## src/rtl/if_prefetch_queue.sv

```systemverilog
`default_nettype none
// ============================================================================
// if_prefetch_queue -- instruction prefetch FIFO with in-order fetch tagging
//                      and flush-time discard of in-flight memory requests.
// Revision: 1.0
// ============================================================================
module if_prefetch_queue #(
  parameter int unsigned      width          = 32,
  parameter int unsigned      depth          = 4,
  parameter logic [width-1:0] resetAddr      = '0,
  parameter int unsigned      maxOutstanding = 2
) (
  input  logic             clk,
  input  logic             resetN,
  output logic             memReq,
  output logic [width-1:0] memAddr,
  input  logic             memAck,
  input  logic             memValid,
  input  logic [width-1:0] memData,
  input  logic             stall,
  input  logic             flush,
  input  logic [width-1:0] flushAddr,
  output logic             validOut,
  output logic [width-1:0] instructionOut,
  output logic [width-1:0] PCOut
);

  localparam int unsigned c_PTR_W = $clog2(depth);
  localparam int unsigned c_CNT_W = $clog2(depth + 1);
  localparam int unsigned c_OUT_W = $clog2(maxOutstanding + 1);
  localparam int unsigned c_TAG_W = (maxOutstanding > 1) ? $clog2(maxOutstanding) : 1;
  localparam int unsigned c_SUM_W = c_CNT_W + c_OUT_W + 1;

  logic [width-1:0]   fetchPc_q, fetchPc_d;
  logic [c_CNT_W-1:0] count_q, count_d;
  logic [c_OUT_W-1:0] outstanding_q, outstanding_d;
  logic [c_OUT_W-1:0] discard_q, discard_d;
  logic [c_PTR_W-1:0] wrPtr_q, wrPtr_d, rdPtr_q, rdPtr_d;
  logic [c_TAG_W-1:0] tagWr_q, tagWr_d, tagRd_q, tagRd_d;

  logic [width-1:0] instMem_q [depth];
  logic [width-1:0] pcMem_q   [depth];
  logic [width-1:0] tagMem_q  [maxOutstanding];

  logic               w_credit;
  logic               w_accept;
  logic               w_rsp;
  logic               w_push;
  logic               w_pop;
  logic [c_OUT_W-1:0] w_live;

  // discard never exceeds outstanding, so the difference is the count of
  // responses that will still land in the FIFO.
  assign w_live   = outstanding_q - discard_q;
  assign w_credit = (c_SUM_W'(count_q) + c_SUM_W'(w_live)) < c_SUM_W'(depth);

  assign memReq   = resetN && !flush && w_credit &&
                    (outstanding_q < c_OUT_W'(maxOutstanding));
  assign memAddr  = fetchPc_q;

  assign validOut       = resetN && (count_q != '0);
  assign instructionOut = validOut ? instMem_q[rdPtr_q] : '0;
  assign PCOut          = validOut ? pcMem_q[rdPtr_q]   : '0;

  assign w_accept = memReq && memAck;
  assign w_rsp    = memValid && (outstanding_q != '0);
  assign w_push   = w_rsp && !flush && (discard_q == '0);
  assign w_pop    = validOut && !stall && !flush;

  function automatic logic [c_TAG_W-1:0] tagNext(input logic [c_TAG_W-1:0] p);
    return (p == c_TAG_W'(maxOutstanding - 1)) ? '0 : p + c_TAG_W'(1);
  endfunction

  always_comb begin
    fetchPc_d     = fetchPc_q;
    count_d       = count_q;
    outstanding_d = outstanding_q;
    discard_d     = discard_q;
    wrPtr_d       = wrPtr_q;
    rdPtr_d       = rdPtr_q;
    tagWr_d       = tagWr_q;
    tagRd_d       = tagRd_q;

    if (w_accept) begin
      fetchPc_d     = fetchPc_q + width'(4);
      outstanding_d = outstanding_d + c_OUT_W'(1);
      tagWr_d       = tagNext(tagWr_q);
    end
    if (w_rsp) begin
      outstanding_d = outstanding_d - c_OUT_W'(1);
      tagRd_d       = tagNext(tagRd_q);
      if (discard_q != '0) discard_d = discard_q - c_OUT_W'(1);
    end
    if (w_push) begin
      wrPtr_d = wrPtr_q + c_PTR_W'(1);
      count_d = count_d + c_CNT_W'(1);
    end
    if (w_pop) begin
      rdPtr_d = rdPtr_q + c_PTR_W'(1);
      count_d = count_d - c_CNT_W'(1);
    end

    // Tags stay queued on a redirect: the stale responses still arrive in
    // order and must consume their slots while being discarded.
    if (flush) begin
      fetchPc_d = flushAddr & ~width'(3);
      count_d   = '0;
      wrPtr_d   = '0;
      rdPtr_d   = '0;
      discard_d = outstanding_d;
    end
  end

  always_ff @(posedge clk) begin
    if (!resetN) begin
      fetchPc_q     <= resetAddr;
      count_q       <= '0;
      outstanding_q <= '0;
      discard_q     <= '0;
      wrPtr_q       <= '0;
      rdPtr_q       <= '0;
      tagWr_q       <= '0;
      tagRd_q       <= '0;
    end else begin
      fetchPc_q     <= fetchPc_d;
      count_q       <= count_d;
      outstanding_q <= outstanding_d;
      discard_q     <= discard_d;
      wrPtr_q       <= wrPtr_d;
      rdPtr_q       <= rdPtr_d;
      tagWr_q       <= tagWr_d;
      tagRd_q       <= tagRd_d;
    end
  end

  always_ff @(posedge clk) begin
    if (resetN && w_accept) tagMem_q[tagWr_q] <= fetchPc_q;
    if (resetN && w_push) begin
      instMem_q[wrPtr_q] <= memData;
      pcMem_q[wrPtr_q]   <= tagMem_q[tagRd_q];
    end
  end

  a_noSpuriousRsp: assert property (@(posedge clk) disable iff (!resetN)
                                    memValid |-> (outstanding_q != '0));

endmodule
`default_nettype wire

```

## config.mk

```make
export PLATFORM = sky130hd
export DESIGN_NAME = if_prefetch_queue
export DESIGN_NICKNAME = d
export VERILOG_FILES = /design/src/rtl/if_prefetch_queue.sv
export SDC_FILE = /design/constraint.sdc
export NUM_CORES = 1
export LEC_CHECK = 0
export CORE_MARGIN = 2
export CORE_UTILIZATION = 40
export CTS_BUF_LIST = sky130_fd_sc_hd__clkbuf_4
export DETAILED_ROUTE_END_ITERATION = 8
export DONT_BUFFER_PORTS = 1
export GPL_TIMING_DRIVEN = 0
export SLEW_MARGIN = 10
export SYNTH_ARGS = -nofsm -noshare
export SYNTH_HDL_FRONTEND = slang
export SYNTH_SLANG_ARGS = --single-unit
```

## constraint.sdc

```tcl
create_clock -name clk -period 4.3 [get_ports clk]
set_input_delay 0.43 -clock clk [delete_from_list [all_inputs] [get_ports clk]]
set_output_delay 0.43 -clock clk [all_outputs]
set_load 0.05 [all_outputs]
```

==> metrics.yaml <==
status:
  status: "complete, no violations"
synth:
  synth_seq_cells: 354
  avgSynthCellArea_um2: 17.0
  ys_seq_area_share_pct: 71.5
  ys_types: 51
  netlist_instances: 839
  synth-async-reset-ratio_pct: 0
  synth_top_area_share_pct: 65.0
  synth-main-ff-cell: "edfxtp_1"
  synth_area_um2: 14200
  synth_edf_count: 308
  yosysWarnings: 0
  yosysTopAreaCell: "edfxtp_1"
  ys_top_cells_by_area: "edfxtp_1 65%, mux4_2 9.8%, dfxtp_1 6.5%"
sta:
  fmax_ghz: 0.282
  rsz0062_at_grt: "no"
  post-route-min-period_ns: 3.55
  finalMaxSlewViolations: 0
  hold_viol: 0
  setup_viol: 0
  worst-slew-pin-transition_ns: 0.958
  min_period_over_period_pct: 82.5
  fin_setup_tns_ns: 0
  hold_ws_ns: 0.160
  finClkSkew_ns: 0.0369
  max_slew_margin_pct: 35.8
floorplanning:
  coreArea_um2: 35300
  initial_utilization_pct: 40.3
  die_x_um: 193
  num_rows: 69
  dieArea_um2: 37100
  die_h_um: 193
  io_pins: 168
final_layout:
  final_layout_size_suffix_gt1_share_pct: 25.6
  finalNonFillerCells: 1547
  mostFrequentLayoutCell: "edfxtp_1"
  area_delta_synth_final_pct: 18.5
  nFillCells: 3081
  nets: 1089
  final_util_pct: 47.8
  final_cell_mix: "308 x edfxtp_1, 139 x clkbuf_4, 71 x and3_1"
power:
  pwr_density_cell_nw_per_um2: 456
  vdd_ir_drop_max_mv: 0.209
  power_mw: 7.69
  swShare_pct: 25.0
  p_int_mw: 5.77
  pwr-share-clk_pct: 38.3
  switching_power_mw: 1.92
  p_leak_nw: 5.71
  comb_power_share_pct: 9.5
  seqPwrFrac_pct: 52.2
cts:
  htree_levels: 3
  cts.sink_count: 354
  ctsResizeCount: 0
  cts_buffer_depth: 3
  cts_root_buf: "clkbuf_4"
  clkTransAtPathRegs_ns: 0.06
  cts_buffers: 94
  cts_tree: "done"
  clock_latency_ns: 0.75
setup_path:
  cp-end-kind: "primary output"
  worstPathMaxFanout: 10
  startpoint_type: "register"
  worstPathRequired_ns: 3.87
  arrival_ns: 3.12
  worst-setup-path-type: "register to primary output"
detailed_routing:
  ant_nets: 0
  vias_per_cell: 5.31
  drtIter0Drc: 448
  drcViolationCount: 0
  routed_wl_um: 32900
  first_pass_iters: 5
  wl_per_cell_um: 21.3
  vias: 8211
hold_path:
  worstHoldPathType: "input port to register"
global_route:
  grt_start_max_net_pins: 46
  grt.total_usage_pct: 18.0
  grt_pass1_vias: 8639
  antenna_found_initial: 2
  grt_pass1_wl_um: 49500
  overflow: 0
flow_run:
  drv_cap: 0
placement:
  place_congestion: 0.858
  hpwlAfterDp_um: 21000
  dp.cells: 1308
  portBuffers: 0
-- synthesized netlist by cell type (9+ instances only) --
library cell / count
edfxtp_1: 308
and3_1: 75
mux4_2: 62
dfxtp_1: 46
clkbuf_1: 37
nor2_1: 36
mux2_2: 35
nand2_1: 35
a21oi_1: 26
o21ai_0: 18
inv_1: 17
nand3_1: 16
xnor2_1: 14
ha_1: 12
nand4_1: 11
nor3_1: 10
buf_2: 9
-- power groups by stage --
stage	registers (mW)	logic [mW]	clock network (mW)
2_1_floorplan	4.06	0.513	0
3_3_place_gp	4.09	0.654	0
3_5_place_dp	4.09	0.677	0
4_1_cts	4.01	0.741	3.05
5_1_grt	4.02	0.804	3.23
6_report	4.02	0.732	2.94
-- per-stage QoR --
stage,instance area (µm²),worst slack [ns]
6_report,16900,0.752
3_5_place_dp,15000,0.896
2_1_floorplan,14200,0.814
3_3_place_gp,14800,-0.625
5_1_grt,16900,0.434
4_1_cts,16900,0.537
-- metal layers --
layer	vias up	share of wire, %	track usage (%)	routed length, µm
met5	-	0	0	0
met2	315	49	29.2	16000
met4	0	1.8	6.58	591
li1	3738	-	-	-
met3	44	7.3	5.69	2410
met1	4114	42	22.6	13900
-- critical path, stage by stage (launching register included) --
cell      delay, ns
dfxtp_1        0.40
inv_1          0.06
ha_1           0.21
nand2b_1       0.07
clkbuf_1       0.54
clkbuf_1       0.48
and3_1         0.62
-- registers in the layout (all words and copies together) (netlist names), named ones only --
register,flops
rdPtr_q,2
tagWr_q,1
outstanding_q,2
pcMem_q,120
tagRd_q,1
memAddr,30
count_q,3
instMem_q,128
discard_q,2
wrPtr_q,2
tagMem_q,60
-- timing repair --
action | in CTS | in global routing
endpoints found under the hold margin | 164 | 0
hold buffers | 64 | 0
buffers inserted | 0 | 0
-- worst paths after layout --
kind	startpoint	end	slack (ns)	cells past startpoint
hold reg to reg	tagRd_q	tagRd_q	0.52	2
setup / recovery	count_q[0]	PCOut[19]	0.75	6
hold / removal	flush	memAddr[24]	0.16	3
setup reg to reg	outstanding_q[0]	tagMem_q[1][21]	0.84	10
-- final cells by class --
type / instances / area, µm² / area share [%]
flip-flops and latches: 354 / 10200 / 60.3
multi-input cells: 419 / 3820 / 22.6
clock buffers: 139 / 1040 / 6.19
repair buffers: 69 / 778 / 4.61
well taps: 461 / 577 / 3.42
plain buffers: 51 / 221 / 1.31
clock inverters: 33 / 185 / 1.10
inverters: 18 / 67.6 / 0.401
diodes: 3 / 7.51 / 0.0445
-- cells by family (layout without fill, tap and decap cells) --
family | count (synthesis) | in the layout | synth area share, %
mux | 101 | 101 | 12.9
compound gates | 69 | 69 | 2.95
fa+ha+maj | 12 | 12 | 1.06
xor+xnor | 19 | 19 | 1.17
flops | 354 | 354 | 71.5
simple gates | 214 | 214 | 8.44
buf+inv | 69 | 310 | 2.03
other cells | 1 | 7 | 0.0264
Power figures use the tool's default switching activity.
